File: src/rtl/down_counter_dec.sv
// Registered down-counting decrementor with borrow/underflow reporting.
// Optional DEC_SATURATE_EN: a decrement at zero holds at zero instead of wrapping to MAXV.
module down_counter_dec #(
    parameter int unsigned WIDTH = 4
) (
    input  logic             clk,
    input  logic             rst,
    input  logic             load,
    input  logic [WIDTH-1:0] load_val,
    input  logic             dec_en,
    input  logic             clr_uf,
    output logic [WIDTH-1:0] count,
    output logic             zero,
    output logic             busy,
    output logic             underflow,
    output logic             sticky_uf
);

    localparam int unsigned MAXV = (1 << WIDTH) - 1;

    typedef enum logic [1:0] {
        IDLE,
        RUN,
        EXPIRED
    } state_t;

    state_t           state_q, state_d;
    logic [WIDTH-1:0] count_q, count_d;
    logic             zero_q, zero_d;
    logic             busy_q, busy_d;
    logic             underflow_q, underflow_d;
    logic             sticky_uf_q, sticky_uf_d;

    logic             borrow;
    logic [WIDTH-1:0] dec_val;

    // Next-state and next-output logic; load beats dec_en, reset is applied in the register.
    always_comb begin
        state_d     = state_q;
        count_d     = count_q;
        underflow_d = 1'b0;
        sticky_uf_d = sticky_uf_q & ~clr_uf;

        {borrow, dec_val} = {1'b0, count_q} - (WIDTH + 1)'(1);

        if (load) begin
            count_d = load_val;
            state_d = (load_val == '0) ? EXPIRED : RUN;
        end else if (dec_en) begin
            case (state_q)
                RUN: begin
                    count_d = dec_val;
                    if (count_q == WIDTH'(1)) begin
                        state_d = EXPIRED;
                    end
                end
                EXPIRED: begin
                    // count is 0 here, so the subtraction always borrows
                    underflow_d = borrow;
                    sticky_uf_d = 1'b1;
`ifdef DEC_SATURATE_EN
                    count_d     = '0;
                    state_d     = EXPIRED;
`else
                    count_d     = WIDTH'(MAXV);
                    state_d     = RUN;
`endif
                end
                default: begin
                    count_d = count_q;
                end
            endcase
        end

        zero_d = (count_d == '0);
        busy_d = (state_d == RUN);
    end

    always_ff @(posedge clk) begin
        if (rst) begin
            state_q     <= IDLE;
            count_q     <= '0;
            zero_q      <= 1'b1;
            busy_q      <= 1'b0;
            underflow_q <= 1'b0;
            sticky_uf_q <= 1'b0;
        end else begin
            state_q     <= state_d;
            count_q     <= count_d;
            zero_q      <= zero_d;
            busy_q      <= busy_d;
            underflow_q <= underflow_d;
            sticky_uf_q <= sticky_uf_d;
        end
    end

    assign count     = count_q;
    assign zero      = zero_q;
    assign busy      = busy_q;
    assign underflow = underflow_q;
    assign sticky_uf = sticky_uf_q;

endmodule

File: config.mk
export PLATFORM = sky130hd
export DESIGN_NAME = down_counter_dec
export DESIGN_NICKNAME = d
export VERILOG_FILES = /design/src/rtl/down_counter_dec.sv
export SDC_FILE = /design/constraint.sdc
export NUM_CORES = 1
export LEC_CHECK = 0
export ABC_AREA = 1
export BUFFER_PORTS_ARGS = -buffer_cell sky130_fd_sc_hd__buf_2
export CORE_MARGIN = 2
export CORE_UTILIZATION = 44
export DETAILED_ROUTE_END_ITERATION = 8
export PLACE_DENSITY_LB_ADDON = 0.3
export SLEW_MARGIN = 25
export SYNTH_ARGS = -nofsm -noshare
export SYNTH_HDL_FRONTEND = slang
export SYNTH_SLANG_ARGS = --single-unit
File: constraint.sdc
create_clock -name clk -period 1.4 [get_ports clk]
set_input_delay 0.14 -clock clk [delete_from_list [all_inputs] [get_ports clk]]
set_output_delay 0.14 -clock clk [all_outputs]
set_load 0.05 [all_outputs]
Yosys cells after proc, flatten, opt, wreduce, memory -nomap -nowiden. Cells that the tools add are included.

Flip-flop bits (word level): 10. Output and inout port bits: 8. Logic and storage cells: 29.

$add $sub $neg: 1. Equality and inequality tests: 4. Muxes and demuxes: 11. Bitwise gates (word level): 4. Reduce and logical (&&, ||, !) cells: 3.

Operators by type and width (count): $logic_not 4->1 (2); $mux 2 (4); $mux 4 (2); $pmux 4 s2 (1); $sub 4x1->5 const B (1); $eq 2x1->1 const B (2); $eq 4x1->1 const B (1); $pmux 2 s2 (1); $reduce_or 4->1 (1); $mux 1 (3); $not 1->1 (3); $eq 2x2->1 const B (1); $and 1x1->1 (1).

Depth between registers and ports, before layout.
Depth after elaboration: 6. Gate-level depth with buffers: 11. Gate-level depth less buffers: 11.

Worst setup path before layout. No wires, ideal clock.

Path kind: flip-flop to flip-flop. Start point: register count_q[0] (netlist: count[0]). End point: register zero_q (netlist: zero). Library setup time: 0.115 ns. Arrival: 1.499 ns. Path slack: -0.213 ns. Cell stages (with the launch flop): 9. Buffers on the path: 0. Path through: dfxtp_1 > inv_1 > ha_1 > nor2_1 > nand2_1 > nand3_1 > nand2_1 > nand3_2 > nor2_2.

Word-level cells in the longest chain between the ends: 5.

RTL lines: start: declaration (line 28) `logic [WIDTH-1:0] count_q, count_d;`; start signal: assignment (line 89) `count_q <= count_d;`; $sub 4x1->5 (line 44) `{borrow, dec_val} = {1'b0, count_q} - (WIDTH + 1)'(1);`; $pmux 4 s2 (line 50) `case (state_q)`; $mux 4 * (line 49) `end else if (dec_en) begin`; $mux 4 * (line 46) `if (load) begin`; $logic_not 4->1 * (line 75) `zero_d = (count_d == '0);`; end signal: assignment (line 90) `zero_q <= zero_d;`; end: declaration (line 29) `logic zero_q, zero_d;`.

Mark *: on every way between the ends. The rest lies on a longest branch, timed or not. A chain may end at the register's enable or synchronous reset.

Worst setup path after layout.
Start point: register state_q[0]. End point: register zero_q (netlist: zero).

Word-level cells in the longest chain between the ends: 5. Elaborated cells on any way between the ends: 6. Classes of those cells: 2 x eq/ne; 3 x mux; 1 x reduce/logical.

RTL lines: start: declaration (line 27) `state_t state_q, state_d;`; start signal: assignment (line 88) `state_q <= state_d;`; $eq 2x2->1 or $eq 2x1->1 (tied branches) (line 50); $pmux 4 s2 * (line 50); $mux 4 * (line 49); $mux 4 * (line 46); $logic_not 4->1 * (line 75).

Marks and branches as above.

==> flow_summary.json <==
{
  "crit_slowest_cell": "dfxtp_2",
  "dr.pass1.iters": 4,
  "num_rows": 13,
  "h-tree-depth": 1,
  "path_buf_inv": 3,
  "fin_ws_ns": 0.06534,
  "hold_end": "sticky_uf$_SDFF_PP0_",
  "synth_top_area_share_pct": 33.13,
  "worstPathRequired_ns": 1.57,
  "busiest_layer": "met2",
  "post_cts_buffers": 0,
  "synthXorXnorAreaFrac_pct": 0,
  "synth_top_family_by_area": "simple AND/OR/NAND/NOR gates",
  "cts_root_buffer": "clkbuf_4",
  "final_area_um2": 798.3,
  "syn_area_per_cell_um2": 7.194,
  "viasPerCell": 4.876,
  "yosys.area.top_type": "dfxtp_1",
  "wl_mm": 1.313,
  "grt_remaining_overflow": 0,
  "ys_seq_area_share_pct": 33.13,
  "synth_compound_area_share_pct": 10.97,
  "cts.sinks": 10,
  "ys_types": 22,
  "powerDensity_nw_per_um2": 1010,
  "worst_ep_arrival_time_ns": 1.51,
  "regToRegSetupSlack_ns": 0.07,
  "route.antenna.remaining_nets": 0,
  "dpl_worst_slack_ns": -0.007144,
  "die_w_um": 41.06,
  "cellLeakagePower_nw": 0.4156,
  "r2r-start": "state_q[0]$_SDFF_PP0_",
  "finClkSkew_ns": 0.004047,
  "met2_usage_pct": 28.13,
  "finalMaxSlewViolations": 0,
  "wl_per_cell_um": 10.85,
  "die_h_um": 41.06,
  "ys_dominant_reg_cell": "dfxtp_1",
  "min_path_type": "primary input to flip-flop",
  "ff2ff_path_depth": 9,
  "io_buffers": 16,
  "dp_hpwl_mm": 1.011,
  "antenna_cells": 0,
  "io_pins": 17,
  "synth_cells": 84,
  "synthSimpleGateAreaFrac_pct": 37.27,
  "syn_to_final_growth_pct": 32.09,
  "path_cells": "inv_2 > ha_4 > inv_2 > nand2_4 > inv_4 > nand3_2 > nand3_2 > a21oi_2 > nor2_2",
  "async_reset_ff_share_pct": 0,
  "synth_mux_area_share_pct": 0,
  "finalCritPeriodShare_pct": 95.33,
  "start_kind": "flip-flop",
  "worst_pin_slew_ns": 0.2485,
  "antenna_found_initial": 0,
  "grt_pass1_wl_mm": 1.959,
  "cts_tree": "done",
  "final_cells": 121,
  "min_path_cells": 2,
  "grtUsageMet1_pct": 23.78,
  "cpPeakStageDelay_ns": 0.34,
  "hold_viol": 0,
  "worstHoldStart": "clr_uf",
  "worstSetupPathType": "flip-flop to flip-flop",
  "ir_worst_vdd_v": 0.0004231,
  "synth_fp_nets": 97,
  "clk_pin_slew_ns": 0.07,
  "core_area_um2": 1285,
  "final.min_clock_period_ns": 1.335,
  "synth.area.top_cells": "dfxtp_1 33%, nand2_1 8.7%, ha_1 8.3%, inv_1 8.1%, nor2_1 8.1%",
  "syn_area_um2": 604.3,
  "grt_start_max_net_pins": 7,
  "num_vias": 590,
  "use_met3_pct": 3.261,
  "first_iter_violations": 11,
  "place.gp.congestion": 0.8054,
  "cts_buffer_depth": 2,
  "max-cap-violations": 0,
  "end_kind": "flip-flop",
  "grt_pass1_vias": 506,
  "setup_viol": 0,
  "gr-usage-all-layers_pct": 18.29,
  "nNetsFinal": 120,
  "fmax_mhz": 749.3,
  "crit_fanout": 6,
  "drive_above_1_share_pct": 46.23,
  "numCtsBuffers": 3,
  "slew_headroom_pct": 83.41,
  "place_inst": 117,
  "outcome": "finished, final reports clean",
  "insertion_delay_ns": 0.27,
  "ys_ff_latch": 10,
  "drc": 0,
  "dpl_cell_area_um2": 723.2,
  "synth_edf_count": 0,
  "reg2reg_to": "zero$_SDFF_PP1_",
  "yosys_warnings": 0,
  "initial_utilization_pct": 47.03,
  "die_area_um2": 1686,
  "crit_family": "flip-flops",
  "yosys.area_share.adder_pct": 8.282,
  "postCtsHoldBufs": 0
}
logic make-up (layout without fill, tap and decap cells):
| logic type | Yosys count | count (layout) |
|---|---|---|
| simple gates | 45 | 45 |
| buf+inv | 16 | 38 |
| flops | 10 | 10 |
| compound gates | 9 | 9 |
| fa+ha+maj | 4 | 4 |
layout make-up:
cell class                      instances  area (µm²)
Sequential cell                        10       207.7
Clock buffer                            4       36.28
Multi-Input combinational cell         58       377.9
Inverter                               16       62.56
Fill cell                             115       486.7
Tap cell                               15       18.77
Timing Repair Buffer                   18       95.09
worst max path at each step:
stage	start	end	cells after the start
global placement	state_q[0]$_SDFF_PP0_	zero$_SDFF_PP1_	10
finish	state_q[0]$_SDFF_PP0_	zero$_SDFF_PP1_	9
floorplan	state_q[0]$_SDFF_PP0_	zero$_SDFF_PP1_	10
detailed placement	state_q[0]$_SDFF_PP0_	zero$_SDFF_PP1_	10
CTS	state_q[0]$_SDFF_PP0_	zero$_SDFF_PP1_	9
global route	state_q[0]$_SDFF_PP0_	zero$_SDFF_PP1_	9
registers in the layout, indices dropped and copies added (netlist names):
signal,count
count,4
busy,1
sticky_uf,1
state_q,2
zero,1
underflow,1
through the flow:
stage / total power, mW / setup TNS, ns / utilization, % / hold WS (ns)
after floorplan: 0.4686 / 0 / - / 0.2024
after detailed placement: 0.5225 / -0.007144 / 56.28 / 0.3410
after CTS: 0.7907 / 0 / 60.27 / 0.05654
after global placement: 0.5201 / 0 / 56.28 / 0.3340
after global routing: 0.8384 / -0.02249 / 62.12 / 0.06194
final: 0.8061 / 0 / 62.12 / 0.05230
layout by cell type (no fill, tap or decap), drive strengths merged:
cell    synthesis  layout
a21oi           3       3
nor4            1       1
ha              4       4
clkbuf          0       4
and3            1       1
o21bai          1       1
nand2          18      18
nand4           1       1
nand3           7       7
dfxtp          10      10
buf             0      18
inv            16      16
o211ai          1       1
o21ai           4       4
nor2           17      17
report_power, final:
| part | switching, mW | total (mW) | leakage [nW] | internal [mW] |
|---|---|---|---|---|
| Sequential | 0.0153 | 0.318 | 0.0842 | 0.303 |
| Clock | 0.114 | 0.273 | 0.0210 | 0.158 |
| Combinational | 0.145 | 0.215 | 0.310 | 0.0700 |
layer usage:
| layer | up-vias | share of wire [%] |
|---|---|---|
| met5 | - | 0 |
| met1 | 257 | 45 |
| met3 | 5 | 6.6 |
| met4 | 0 | 1.8 |
| met2 | 22 | 47 |
| li1 | 306 | - |
synthesized netlist by cell type (2+ instances only):
| library cell | instances |
|---|---|
| a21oi_2 | 2 |
| dfxtp_1 | 10 |
| ha_1 | 4 |
| inv_1 | 13 |
| inv_2 | 2 |
| nand2_1 | 14 |
| nand2_2 | 2 |
| nand2_4 | 2 |
| nand3_1 | 6 |
| nor2_1 | 13 |
| nor2_2 | 3 |
| o21ai_0 | 3 |
timing repair:
action	CTS	global route
setup endpoints to repair	3	2
gates resized for setup	2	7
cloned	0	0
pin swaps	0	4
No activity file was read; power rests on OpenSTA's default activity.
